## config.mk

```make
export PLATFORM = sky130hd
export DESIGN_NAME = rggen_apb_master_bridge_flat
export DESIGN_NICKNAME = d
export VERILOG_FILES = /design/src/rtl/rggen_apb_pkg.sv /design/src/rtl/rggen_apb_if.sv /design/src/rtl/rggen_apb_timeout_counter.sv /design/src/rtl/rggen_apb_master_bridge.sv /design/src/flat_wrapper.sv
export SDC_FILE = /design/constraint.sdc
export NUM_CORES = 1
export LEC_CHECK = 0
export CORE_MARGIN = 2
export CORE_UTILIZATION = 30
export DETAILED_ROUTE_END_ITERATION = 7
export GPL_TIMING_DRIVEN = 0
export PLACE_DENSITY = 0.58
export SLEW_MARGIN = 30
export SYNTH_ARGS = -nofsm -noshare
export SYNTH_HDL_FRONTEND = slang
export SYNTH_SLANG_ARGS = --single-unit
```

## constraint.sdc

```tcl
create_clock -name clk -period 4.85 [get_ports clk]
set_clock_uncertainty 0.1 [all_clocks]
set_input_delay 0.97 -clock clk [delete_from_list [all_inputs] [get_ports clk]]
set_output_delay 0.97 -clock clk [all_outputs]
set_load 0.02 [all_outputs]
```

## src/rtl/rggen_apb_pkg.sv

```systemverilog
// Shared types and helpers for the rggen APB master bridge.
package rggen_apb_pkg;

    typedef enum logic [1:0] {
        IDLE,
        SETUP,
        ACCESS,
        RESPONSE
    } rggen_apb_master_state_e;

    // Number of byte-offset address bits that paddr forces to zero.
    function automatic int unsigned calc_addr_lsb(input int unsigned data_width);
        return $clog2(data_width / 8);
    endfunction

endpackage

```

## src/rtl/rggen_apb_if.sv

```systemverilog
// APB4 bus bundle shared by the bridge (master) and register blocks (slave).
interface rggen_apb_if #(
    parameter int unsigned ADDRESS_WIDTH = 16,
    parameter int unsigned BUS_WIDTH     = 32
);
    logic                     psel;
    logic                     penable;
    logic [ADDRESS_WIDTH-1:0] paddr;
    logic [2:0]               pprot;
    logic                     pwrite;
    logic [BUS_WIDTH/8-1:0]   pstrb;
    logic [BUS_WIDTH-1:0]     pwdata;
    logic                     pready;
    logic [BUS_WIDTH-1:0]     prdata;
    logic                     pslverr;

    modport master (
        output psel, penable, paddr, pprot, pwrite, pstrb, pwdata,
        input  pready, prdata, pslverr
    );

    modport slave (
        input  psel, penable, paddr, pprot, pwrite, pstrb, pwdata,
        output pready, prdata, pslverr
    );
endinterface

```

## src/rtl/rggen_apb_timeout_counter.sv

```systemverilog
// Counts ACCESS cycles and flags the last permitted cycle before an abort.
module rggen_apb_timeout_counter #(
    parameter int unsigned CYCLES = 256
) (
    input  logic clk,
    input  logic rst,
    input  logic i_clear,
    input  logic i_enable,
    output logic o_expired
);
    localparam int unsigned   W    = $clog2(CYCLES + 1);
    localparam logic [W-1:0]  LAST = W'(CYCLES - 1);
    localparam logic [W-1:0]  MAX  = W'(CYCLES);

    logic [W-1:0] count;

    always_ff @(posedge clk or posedge rst) begin
        if (rst) begin
            count <= '0;
        end else if (i_clear) begin
            count <= '0;
        end else if (i_enable && (count != MAX)) begin
            count <= count + W'(1);
        end
    end

    assign o_expired = i_enable && (count == LAST);
endmodule

```

## src/rtl/rggen_apb_master_bridge.sv

```systemverilog
// Valid/ready command stream to APB4 master bridge, one transfer in flight,
// with an optional ACCESS-phase timeout.
module rggen_apb_master_bridge
    import rggen_apb_pkg::*;
#(
    parameter int unsigned ADDRESS_WIDTH  = 16,
    parameter int unsigned DATA_WIDTH     = 32,
    parameter int unsigned TIMEOUT_CYCLES = 256,
    parameter logic [2:0]  PPROT_VALUE    = 3'b000
) (
    input  logic                     clk,
    input  logic                     rst,
    input  logic                     i_req_valid,
    output logic                     o_req_ready,
    input  logic                     i_req_write,
    input  logic [ADDRESS_WIDTH-1:0] i_req_address,
    input  logic [DATA_WIDTH-1:0]    i_req_wdata,
    input  logic [DATA_WIDTH/8-1:0]  i_req_strobe,
    output logic                     o_rsp_valid,
    input  logic                     i_rsp_ready,
    output logic [DATA_WIDTH-1:0]    o_rsp_rdata,
    output logic                     o_rsp_error,
    output logic                     o_rsp_timeout,
    rggen_apb_if.master              apb_if
);
    localparam int unsigned              ADDR_LSB  = calc_addr_lsb(DATA_WIDTH);
    localparam logic [ADDRESS_WIDTH-1:0] ADDR_MASK = '1 << ADDR_LSB;

    rggen_apb_master_state_e state, state_next;

    logic                     write_q;
    logic [ADDRESS_WIDTH-1:0] paddr_q;
    logic [DATA_WIDTH-1:0]    pwdata_q;
    logic [DATA_WIDTH/8-1:0]  pstrb_q;
    logic [DATA_WIDTH-1:0]    rdata_q;
    logic                     error_q;
    logic                     timeout_q;
    logic                     timeout_expired;

    generate
        if (TIMEOUT_CYCLES > 0) begin : g_timeout
            rggen_apb_timeout_counter #(
                .CYCLES (TIMEOUT_CYCLES)
            ) u_timeout_counter (
                .clk       (clk),
                .rst       (rst),
                .i_clear   (state == SETUP),
                .i_enable  (state == ACCESS),
                .o_expired (timeout_expired)
            );
        end else begin : g_no_timeout
            assign timeout_expired = 1'b0;
        end
    endgenerate

    always_ff @(posedge clk or posedge rst) begin
        if (rst) begin
            state <= IDLE;
        end else begin
            state <= state_next;
        end
    end

    always_comb begin
        state_next = state;
        case (state)
            IDLE:     if (i_req_valid)                        state_next = SETUP;
            SETUP:                                             state_next = ACCESS;
            ACCESS:   if (apb_if.pready || timeout_expired)   state_next = RESPONSE;
            RESPONSE: if (i_rsp_ready)                        state_next = IDLE;
            default:                                           state_next = IDLE;
        endcase
    end

    always_ff @(posedge clk or posedge rst) begin
        if (rst) begin
            write_q   <= 1'b0;
            paddr_q   <= '0;
            pwdata_q  <= '0;
            pstrb_q   <= '0;
            rdata_q   <= '0;
            error_q   <= 1'b0;
            timeout_q <= 1'b0;
        end else begin
            if ((state == IDLE) && i_req_valid) begin
                write_q  <= i_req_write;
                paddr_q  <= i_req_address & ADDR_MASK;
                pwdata_q <= i_req_write ? i_req_wdata  : '0;
                pstrb_q  <= i_req_write ? i_req_strobe : '0;
            end
            // pready takes priority over an expiring timeout in the same cycle.
            if (state == ACCESS) begin
                if (apb_if.pready) begin
                    error_q   <= apb_if.pslverr;
                    timeout_q <= 1'b0;
                    rdata_q   <= (!write_q && !apb_if.pslverr) ? apb_if.prdata : '0;
                end else if (timeout_expired) begin
                    error_q   <= 1'b1;
                    timeout_q <= 1'b1;
                    rdata_q   <= '0;
                end
            end
        end
    end

    // Bus controls decode straight from the state flops, so reset clears them at once.
    assign apb_if.psel    = (state == SETUP) || (state == ACCESS);
    assign apb_if.penable = (state == ACCESS);
    assign apb_if.paddr   = paddr_q;
    assign apb_if.pwrite  = write_q;
    assign apb_if.pwdata  = pwdata_q;
    assign apb_if.pstrb   = pstrb_q;
    assign apb_if.pprot   = PPROT_VALUE;

    assign o_req_ready   = (state == IDLE);
    assign o_rsp_valid   = (state == RESPONSE);
    assign o_rsp_rdata   = rdata_q;
    assign o_rsp_error   = error_q;
    assign o_rsp_timeout = timeout_q;
endmodule

```

## src/flat_wrapper.sv

```systemverilog
// flat-port wrapper written by rule: the top's interface ports become plain ports
module rggen_apb_master_bridge_flat import rggen_apb_pkg::*;
#(
    parameter int unsigned ADDRESS_WIDTH  = 16,
    parameter int unsigned DATA_WIDTH     = 32,
    parameter int unsigned TIMEOUT_CYCLES = 256,
    parameter logic [2:0]  PPROT_VALUE    = 3'b000
)
  (clk, rst, i_req_valid, o_req_ready, i_req_write, i_req_address, i_req_wdata, i_req_strobe, o_rsp_valid, i_rsp_ready, o_rsp_rdata, o_rsp_error, o_rsp_timeout, apb_if_psel, apb_if_penable, apb_if_paddr, apb_if_pprot, apb_if_pwrite, apb_if_pstrb, apb_if_pwdata, apb_if_pready, apb_if_prdata, apb_if_pslverr);
  rggen_apb_if #(.ADDRESS_WIDTH(ADDRESS_WIDTH), .BUS_WIDTH((32))) apb_if_i ();
  input  logic clk;
  input  logic rst;
  input  logic i_req_valid;
  output logic o_req_ready;
  input  logic i_req_write;
  input  logic [ADDRESS_WIDTH-1:0] i_req_address;
  input  logic [DATA_WIDTH-1:0] i_req_wdata;
  input  logic [DATA_WIDTH/8-1:0] i_req_strobe;
  output logic o_rsp_valid;
  input  logic i_rsp_ready;
  output logic [DATA_WIDTH-1:0] o_rsp_rdata;
  output logic o_rsp_error;
  output logic o_rsp_timeout;
  output wire logic [$bits(apb_if_i.psel)-1:0] apb_if_psel;
  output wire logic [$bits(apb_if_i.penable)-1:0] apb_if_penable;
  output wire logic [$bits(apb_if_i.paddr)-1:0] apb_if_paddr;
  output wire logic [$bits(apb_if_i.pprot)-1:0] apb_if_pprot;
  output wire logic [$bits(apb_if_i.pwrite)-1:0] apb_if_pwrite;
  output wire logic [$bits(apb_if_i.pstrb)-1:0] apb_if_pstrb;
  output wire logic [$bits(apb_if_i.pwdata)-1:0] apb_if_pwdata;
  input wire logic [$bits(apb_if_i.pready)-1:0] apb_if_pready;
  input wire logic [$bits(apb_if_i.prdata)-1:0] apb_if_prdata;
  input wire logic [$bits(apb_if_i.pslverr)-1:0] apb_if_pslverr;
  assign apb_if_psel = apb_if_i.psel;
  assign apb_if_penable = apb_if_i.penable;
  assign apb_if_paddr = apb_if_i.paddr;
  assign apb_if_pprot = apb_if_i.pprot;
  assign apb_if_pwrite = apb_if_i.pwrite;
  assign apb_if_pstrb = apb_if_i.pstrb;
  assign apb_if_pwdata = apb_if_i.pwdata;
  assign apb_if_i.pready = apb_if_pready;
  assign apb_if_i.prdata = apb_if_prdata;
  assign apb_if_i.pslverr = apb_if_pslverr;
  rggen_apb_master_bridge #(.ADDRESS_WIDTH(ADDRESS_WIDTH), .DATA_WIDTH(DATA_WIDTH), .TIMEOUT_CYCLES(TIMEOUT_CYCLES), .PPROT_VALUE(PPROT_VALUE)) u_core (.clk(clk), .rst(rst), .i_req_valid(i_req_valid), .o_req_ready(o_req_ready), .i_req_write(i_req_write), .i_req_address(i_req_address), .i_req_wdata(i_req_wdata), .i_req_strobe(i_req_strobe), .o_rsp_valid(o_rsp_valid), .i_rsp_ready(i_rsp_ready), .o_rsp_rdata(o_rsp_rdata), .o_rsp_error(o_rsp_error), .o_rsp_timeout(o_rsp_timeout), .apb_if(apb_if_i));
endmodule
```

==> results.py, run 1 <==
metrics = {
    "place": {
        "dp_cells": 697,
        "dpl.hpwl_um": 7960,
        "place.gp.congestion": 0.779,
        "portBuffers": 176,
        "dpl_cell_area_mm2": 0.00592,
    },
    "cells_and_area": {
        "final_common_cell": "clkdlybuf4s50_1",
        "design_area_mm2": 0.00623,
        "nets": 634,
        "final_cells": 713,
        "layout_common_cells": "176 x clkdlybuf4s50_1, 96 x dfrtp_1, 77 x nand2_1",
        "diodes": 0,
        "drive_gt1_share_pct": 11.1,
        "syn_to_final_growth_pct": 59.8,
        "fillers": 1222,
    },
    "detailed_routing": {
        "drcViolationCount": 0,
        "drt_iter0_drc": 120,
        "first_pass_iters": 4,
        "wirelength_um": 10700,
        "wire_per_inst_um": 14.9,
        "vias": 3272,
        "viasPerCell": 4.59,
        "ant_nets": 0,
    },
    "logic_synthesis": {
        "ys_seq_area_share_pct": 61.6,
        "yosysTopAreaCell": "dfrtp_1",
        "synth_cell_types": 32,
        "synth-main-ff-cell": "dfrtp_1",
        "synth_edf_count": 0,
        "netlist.area_leader.share_pct": 61.6,
        "syn_avg_cell_area_um2": 11.3,
        "synth_area_mm2": 0.00390,
        "netlist_instances": 344,
        "ys_ff_latch": 96,
        "ys_warn_count": 0,
        "synth_area_leaders": "dfrtp_1 62%, nand2_1 7.4%, a22o_1 7.2%, mux2_2 4.9%, o21ai_0 4.9%",
        "async_reset_ff_share_pct": 100,
    },
    "clock_tree": {
        "cts_hold_buf": 0,
        "htree_levels": 3,
        "cts_sinks": 96,
        "cts_tree": "built",
        "post_cts_buffers": 0,
        "cts_buffer_depth": 2,
        "clk_pin_slew_ns": 0.07,
        "numCtsBuffers": 9,
        "cts_resized": 0,
        "worstSkewPairLatency_ns": 0.34,
        "root_buffer": "clkbuf_16",
    },
    "floorplanning": {
        "coreArea_mm2": 0.0127,
        "die_area_mm2": 0.0139,
        "start_util_pct": 30.8,
        "rows": 41,
        "die_h_um": 118,
        "die_width_um": 118,
        "io_pins": 185,
    },
    "critical_path": {
        "path_class": "reg2out",
        "cp_max_fo": 5,
        "critPathLaunchType": "register",
        "endpoint_kind": "output port",
        "crit_required_ns": 3.78,
        "arrival_ns": 1.72,
    },
    "power_and_ir_drop": {
        "max-vdd-ir-drop_mv": 0.285,
        "p_total_mw": 3.70,
        "power_leakage_nw": 2.73,
        "power_density_mw_per_mm2": 593,
    },
    "sta": {
        "tns_ns": 0,
        "fin_crit_ns": 2.79,
        "min_period_over_period_pct": 57.6,
        "slew_headroom_pct": 63.4,
        "hold_violations": 0,
        "maxSlewViolCount": 0,
        "fmax_ghz": 0.358,
        "rsz0062_at_grt": "no",
        "setup_violations": 0,
        "worstMarginPinSlew_ns": 0.545,
    },
    "grt": {
        "grt_pass1_vias": 3308,
        "grt_pass1_wl_um": 17400,
        "grt.overflow.total": 0,
        "grt_max_degree": 50,
        "antenna_found_initial": 0,
        "grt_usage_pct": 15.9,
    },
    "min_path": {
        "hold_path_class": "reg2reg",
    },
    "status": {
        "status": "finished clean",
    },
    "job": {
        "maxCapViolCount": 0,
    },
}
layout make-up:
class	count	area (um^2)	area share [%]
plain buffers	26	135	2.17
inverters	9	38.8	0.622
well taps	172	215	3.45
clock inverters	7	81.3	1.31
flip-flops and latches	96	2400	38.6
repair buffers	177	1790	28.7
multi-input cells	217	1340	21.6
clock buffers	9	225	3.61
critical path, stage by stage (launching register included):
cell	delay, ns
dfrtp_1	0.41
inv_1	0.09
ha_1	0.24
clkdlybuf4s50_1	0.63
flip-flops by register name (all words and copies together) (netlist names):
register                                  flops
u_core.o_rsp_timeout                          1
u_core.o_rsp_rdata                           32
u_core.apb_if.pstrb                           4
u_core.g_timeout.u_timeout_counter.count      9
u_core.apb_if.paddr                          14
u_core.state                                  2
u_core.o_rsp_error                            1
u_core.apb_if.pwrite                          1
u_core.apb_if.pwdata                         32
logic make-up after synthesis:
logic type | share of synthesized area, %
and+or+nand+nor | 11.5
DFF | 61.6
AOI/OAI and AO/OA | 14.2
buffers and inverters | 4.33
muxes | 5.55
adders and majority gates | 2.25
xor gates and xnor gates | 0.449
other | 0.0962
report_power, final:
| group | total (mW) | internal, mW | switching [mW] |
|---|---|---|---|
| Combinational | 1.69 | 0.840 | 0.852 |
| Clock | 0.725 | 0.405 | 0.320 |
| Sequential | 1.28 | 1.10 | 0.178 |
per-stage QoR:
stage	hold slack [ns]	util (%)	setup slack, ns
2_1_floorplan	0.428	-	1.27
3_3_place_gp	0.361	46.5	-0.351
3_5_place_dp	0.369	46.8	2.24
4_1_cts	0.385	49.2	2.01
5_1_grt	0.413	49.2	1.96
6_report	0.379	49.2	2.06
cell usage after synthesis (2+ instances only):
cell type  count
o21ai_0       38
clkbuf_1       8
xor2_1         2
nand2_1       77
inv_1          9
nand4_1        2
buf_4          6
mux2_2        17
ha_1           7
nor2b_1        2
dfrtp_1       96
or3_1          2
nand3_1        3
a21oi_1        6
nand2b_1       2
buf_2         12
a22o_1        32
nor2_1         9
path summary, 6_finish.rpt:
check	end	cells past startpoint	start	slack, ns
min in group asynchronous	u_core.apb_if.paddr[12]$_DFFE_PP0P_	2	rst	0.92
min reg2reg	u_core.apb_if.pwdata[30]$_DFFE_PP0P_	2	u_core.apb_if.pwdata[30]$_DFFE_PP0P_	0.38
max reg2reg	u_core.o_rsp_rdata[3]$_DFFE_PP0P_	7	u_core.g_timeout.u_timeout_counter.count[0]$_DFFE_PP0P_	2.72
max in group asynchronous	u_core.apb_if.paddr[3]$_DFFE_PP0P_	3	rst	3.13
min	u_core.apb_if.pwdata[30]$_DFFE_PP0P_	2	u_core.apb_if.pwdata[30]$_DFFE_PP0P_	0.38
max	apb_if_penable	3	u_core.state[0]$_DFFE_PP0P_	2.06
metal layers:
metal	track usage (%)	share of wire (%)
met1	19.2	42
met5	0	0
met2	25.0	46
met4	6.55	1.8
met3	6.78	10
(Power assumes the default switching activity.)
==> run 2, diff against run 1 <==
--- a/config.mk
+++ b/config.mk
@@ -9,7 +9,7 @@
 export CORE_UTILIZATION = 30
 export DETAILED_ROUTE_END_ITERATION = 7
 export GPL_TIMING_DRIVEN = 0
-export PLACE_DENSITY = 0.58
+export PLACE_DENSITY = 0.6
 export SLEW_MARGIN = 30
 export SYNTH_ARGS = -nofsm -noshare
 export SYNTH_HDL_FRONTEND = slang
==> constraint.sdc (replaced) <==
create_clock -name clk -period 2.3 [get_ports clk]
set_clock_uncertainty 0.1 [all_clocks]
set_input_delay 0.46 -clock clk [delete_from_list [all_inputs] [get_ports clk]]
set_output_delay 0.46 -clock clk [all_outputs]
set_load 0.02 [all_outputs]
==> run 2 against run 1 <==
Die area did not move. Sequential cell count stayed put. Non-clock buffer count up 2. First-iteration DRC count shrank 7.5%. Worst hold slack got worse by 0.0041 ns. Utilization increased by 0.40 points. Largest cell class unchanged. Largest power group unchanged.
==> results.py, run 2 (synthesized netlist as in run 1, its figures left out) <==
metrics = {
    "cells_and_area": {
        "drive_gt1_share_pct": 11.1,
        "final_common_cell": "clkdlybuf4s50_1",
        "nets": 636,
        "final_cells": 714,
        "diodes": 0,
        "syn_to_final_growth_pct": 61.1,
        "layout_common_cells": "173 x clkdlybuf4s50_1, 96 x dfrtp_1, 77 x nand2_1",
    },
    "sta": {
        "worst_slack_ns": 0.210,
        "worstMarginPinSlew_ns": 0.505,
        "maxSlewViolCount": 0,
        "hold_violations": 0,
        "rsz0062_at_grt": "no",
        "slew_headroom_pct": 66.2,
        "setup_violations": 0,
        "fmax_ghz": 0.478,
        "fin_crit_ns": 2.09,
        "min_period_over_period_pct": 90.9,
    },
    "detailed_routing": {
        "wire_per_inst_um": 14.6,
        "vias": 3237,
        "ant_nets": 0,
        "wirelength_um": 10400,
        "drt_iter0_drc": 111,
        "first_pass_iters": 4,
        "drcViolationCount": 0,
        "viasPerCell": 4.53,
    },
    "critical_path": {
        "endpoint_kind": "output port",
        "critPathLaunchType": "register",
        "critPathMaxStageDelay_ns": 0.62,
        "arrival_ns": 1.53,
        "path_class": "reg2out",
        "crit_family": "buffers and inverters",
        "crit_required_ns": 1.74,
        "cp_slowest_cell": "clkdlybuf4s50_1",
        "critPathBufInv": 1,
        "crit_chain": "ha_1 -> clkdlybuf4s50_1",
        "cp_max_fo": 4,
    },
    "clock_tree": {
        "clk_pin_slew_ns": 0.06,
        "root_buffer": "clkbuf_16",
        "cts_buffer_depth": 2,
        "cts_resized": 3,
        "cts_tree": "built",
        "numCtsBuffers": 9,
        "htree_levels": 3,
        "post_cts_buffers": 0,
        "cts_hold_buf": 0,
        "worstSkewPairLatency_ns": 0.34,
        "cts_sinks": 96,
    },
    "place": {
        "place.gp.congestion": 0.794,
        "portBuffers": 176,
        "pre_cts_ws_ns": 0.131,
        "dpl.hpwl_um": 7920,
        "dp_cells": 699,
    },
    "power_and_ir_drop": {
        "power_leakage_nw": 2.77,
        "power_density_mw_per_mm2": 1250,
        "max-vdd-ir-drop_mv": 0.510,
    },
    "min_path": {
        "hold_path_class": "in2reg",
    },
    "floorplanning": {
        "coreArea_mm2": 0.0127,
        "die_h_um": 118,
        "die_width_um": 118,
        "rows": 41,
        "start_util_pct": 30.8,
        "die_area_mm2": 0.0139,
        "io_pins": 185,
    },
    "job": {
        "maxCapViolCount": 0,
    },
    "grt": {
        "grt_pass1_vias": 3296,
        "antenna_found_initial": 0,
        "grt_max_degree": 30,
        "grt.overflow.total": 0,
        "grt_usage_pct": 15.3,
        "grt_pass1_wl_um": 17000,
    },
    "status": {
        "status": "finished clean",
    },
}
-- run 2: area by class of cell --
class | instances | area [um^2]
clock inverter | 3 | 65.1
clock buffer | 12 | 256
sequential | 96 | 2400
inverter | 9 | 37.5
timing repair buffer | 179 | 1830
buffer | 26 | 135
multi-input combinational | 217 | 1340
fill | 1188 | 6390
tap | 172 | 215
-- run 2: final timing paths --
check	start	to	slack, ns	cells after the start
max	u_core.state[0]$_DFFE_PP0P_	o_rsp_valid	0.21	2
min	i_req_write	u_core.apb_if.pstrb[2]$_DFFE_PP0P_	0.37	3
max reg2reg	u_core.g_timeout.u_timeout_counter.count[2]$_DFFE_PP0P_	u_core.state[1]$_DFFE_PP0P_	0.28	6
min reg2reg	u_core.apb_if.pwdata[7]$_DFFE_PP0P_	u_core.apb_if.pwdata[7]$_DFFE_PP0P_	0.38	2
max in group asynchronous	rst	u_core.apb_if.pwdata[28]$_DFFE_PP0P_	1.00	4
min in group asynchronous	rst	u_core.o_rsp_rdata[0]$_DFFE_PP0P_	0.42	2
-- run 2: power by group --
| part | total (mW) | leakage (nW) | switching (mW) | internal, mW |
|---|---|---|---|---|
| sequential | 2.69 | 1.25 | 0.364 | 2.32 |
| clock | 1.61 | 0.159 | 0.601 | 1.00 |
| combinational | 3.55 | 1.36 | 1.79 | 1.75 |
-- run 2: per-stage QoR --
stage,instance area [um^2],power (mW),util (%),setup TNS (ns),hold slack [ns]
floorplan,3920,4.54,-,0,0.428
finish,6280,7.84,49.6,0,0.374
detailed placement,5960,6.33,47.1,0,0.372
CTS,6280,7.97,49.6,0,0.361
global route,6280,8.33,49.6,0,0.385
global placement,5900,6.27,46.5,-41.06,0.362
-- run 2: metal layers --
metal | vias to the layer above | global-route usage, % | wire length [um]
li1 | 1556 | - | -
met1 | 1546 | 19.3 | 4590
met2 | 120 | 24.3 | 4940
met3 | 15 | 4.70 | 723
met4 | 0 | 6.40 | 197
met5 | - | 0 | 0
-- run 2: tightest hold or removal path: stages --
cell and delay (ns):
buf_2 0.18, nand2_1 0.07, o21ai_0 0.06
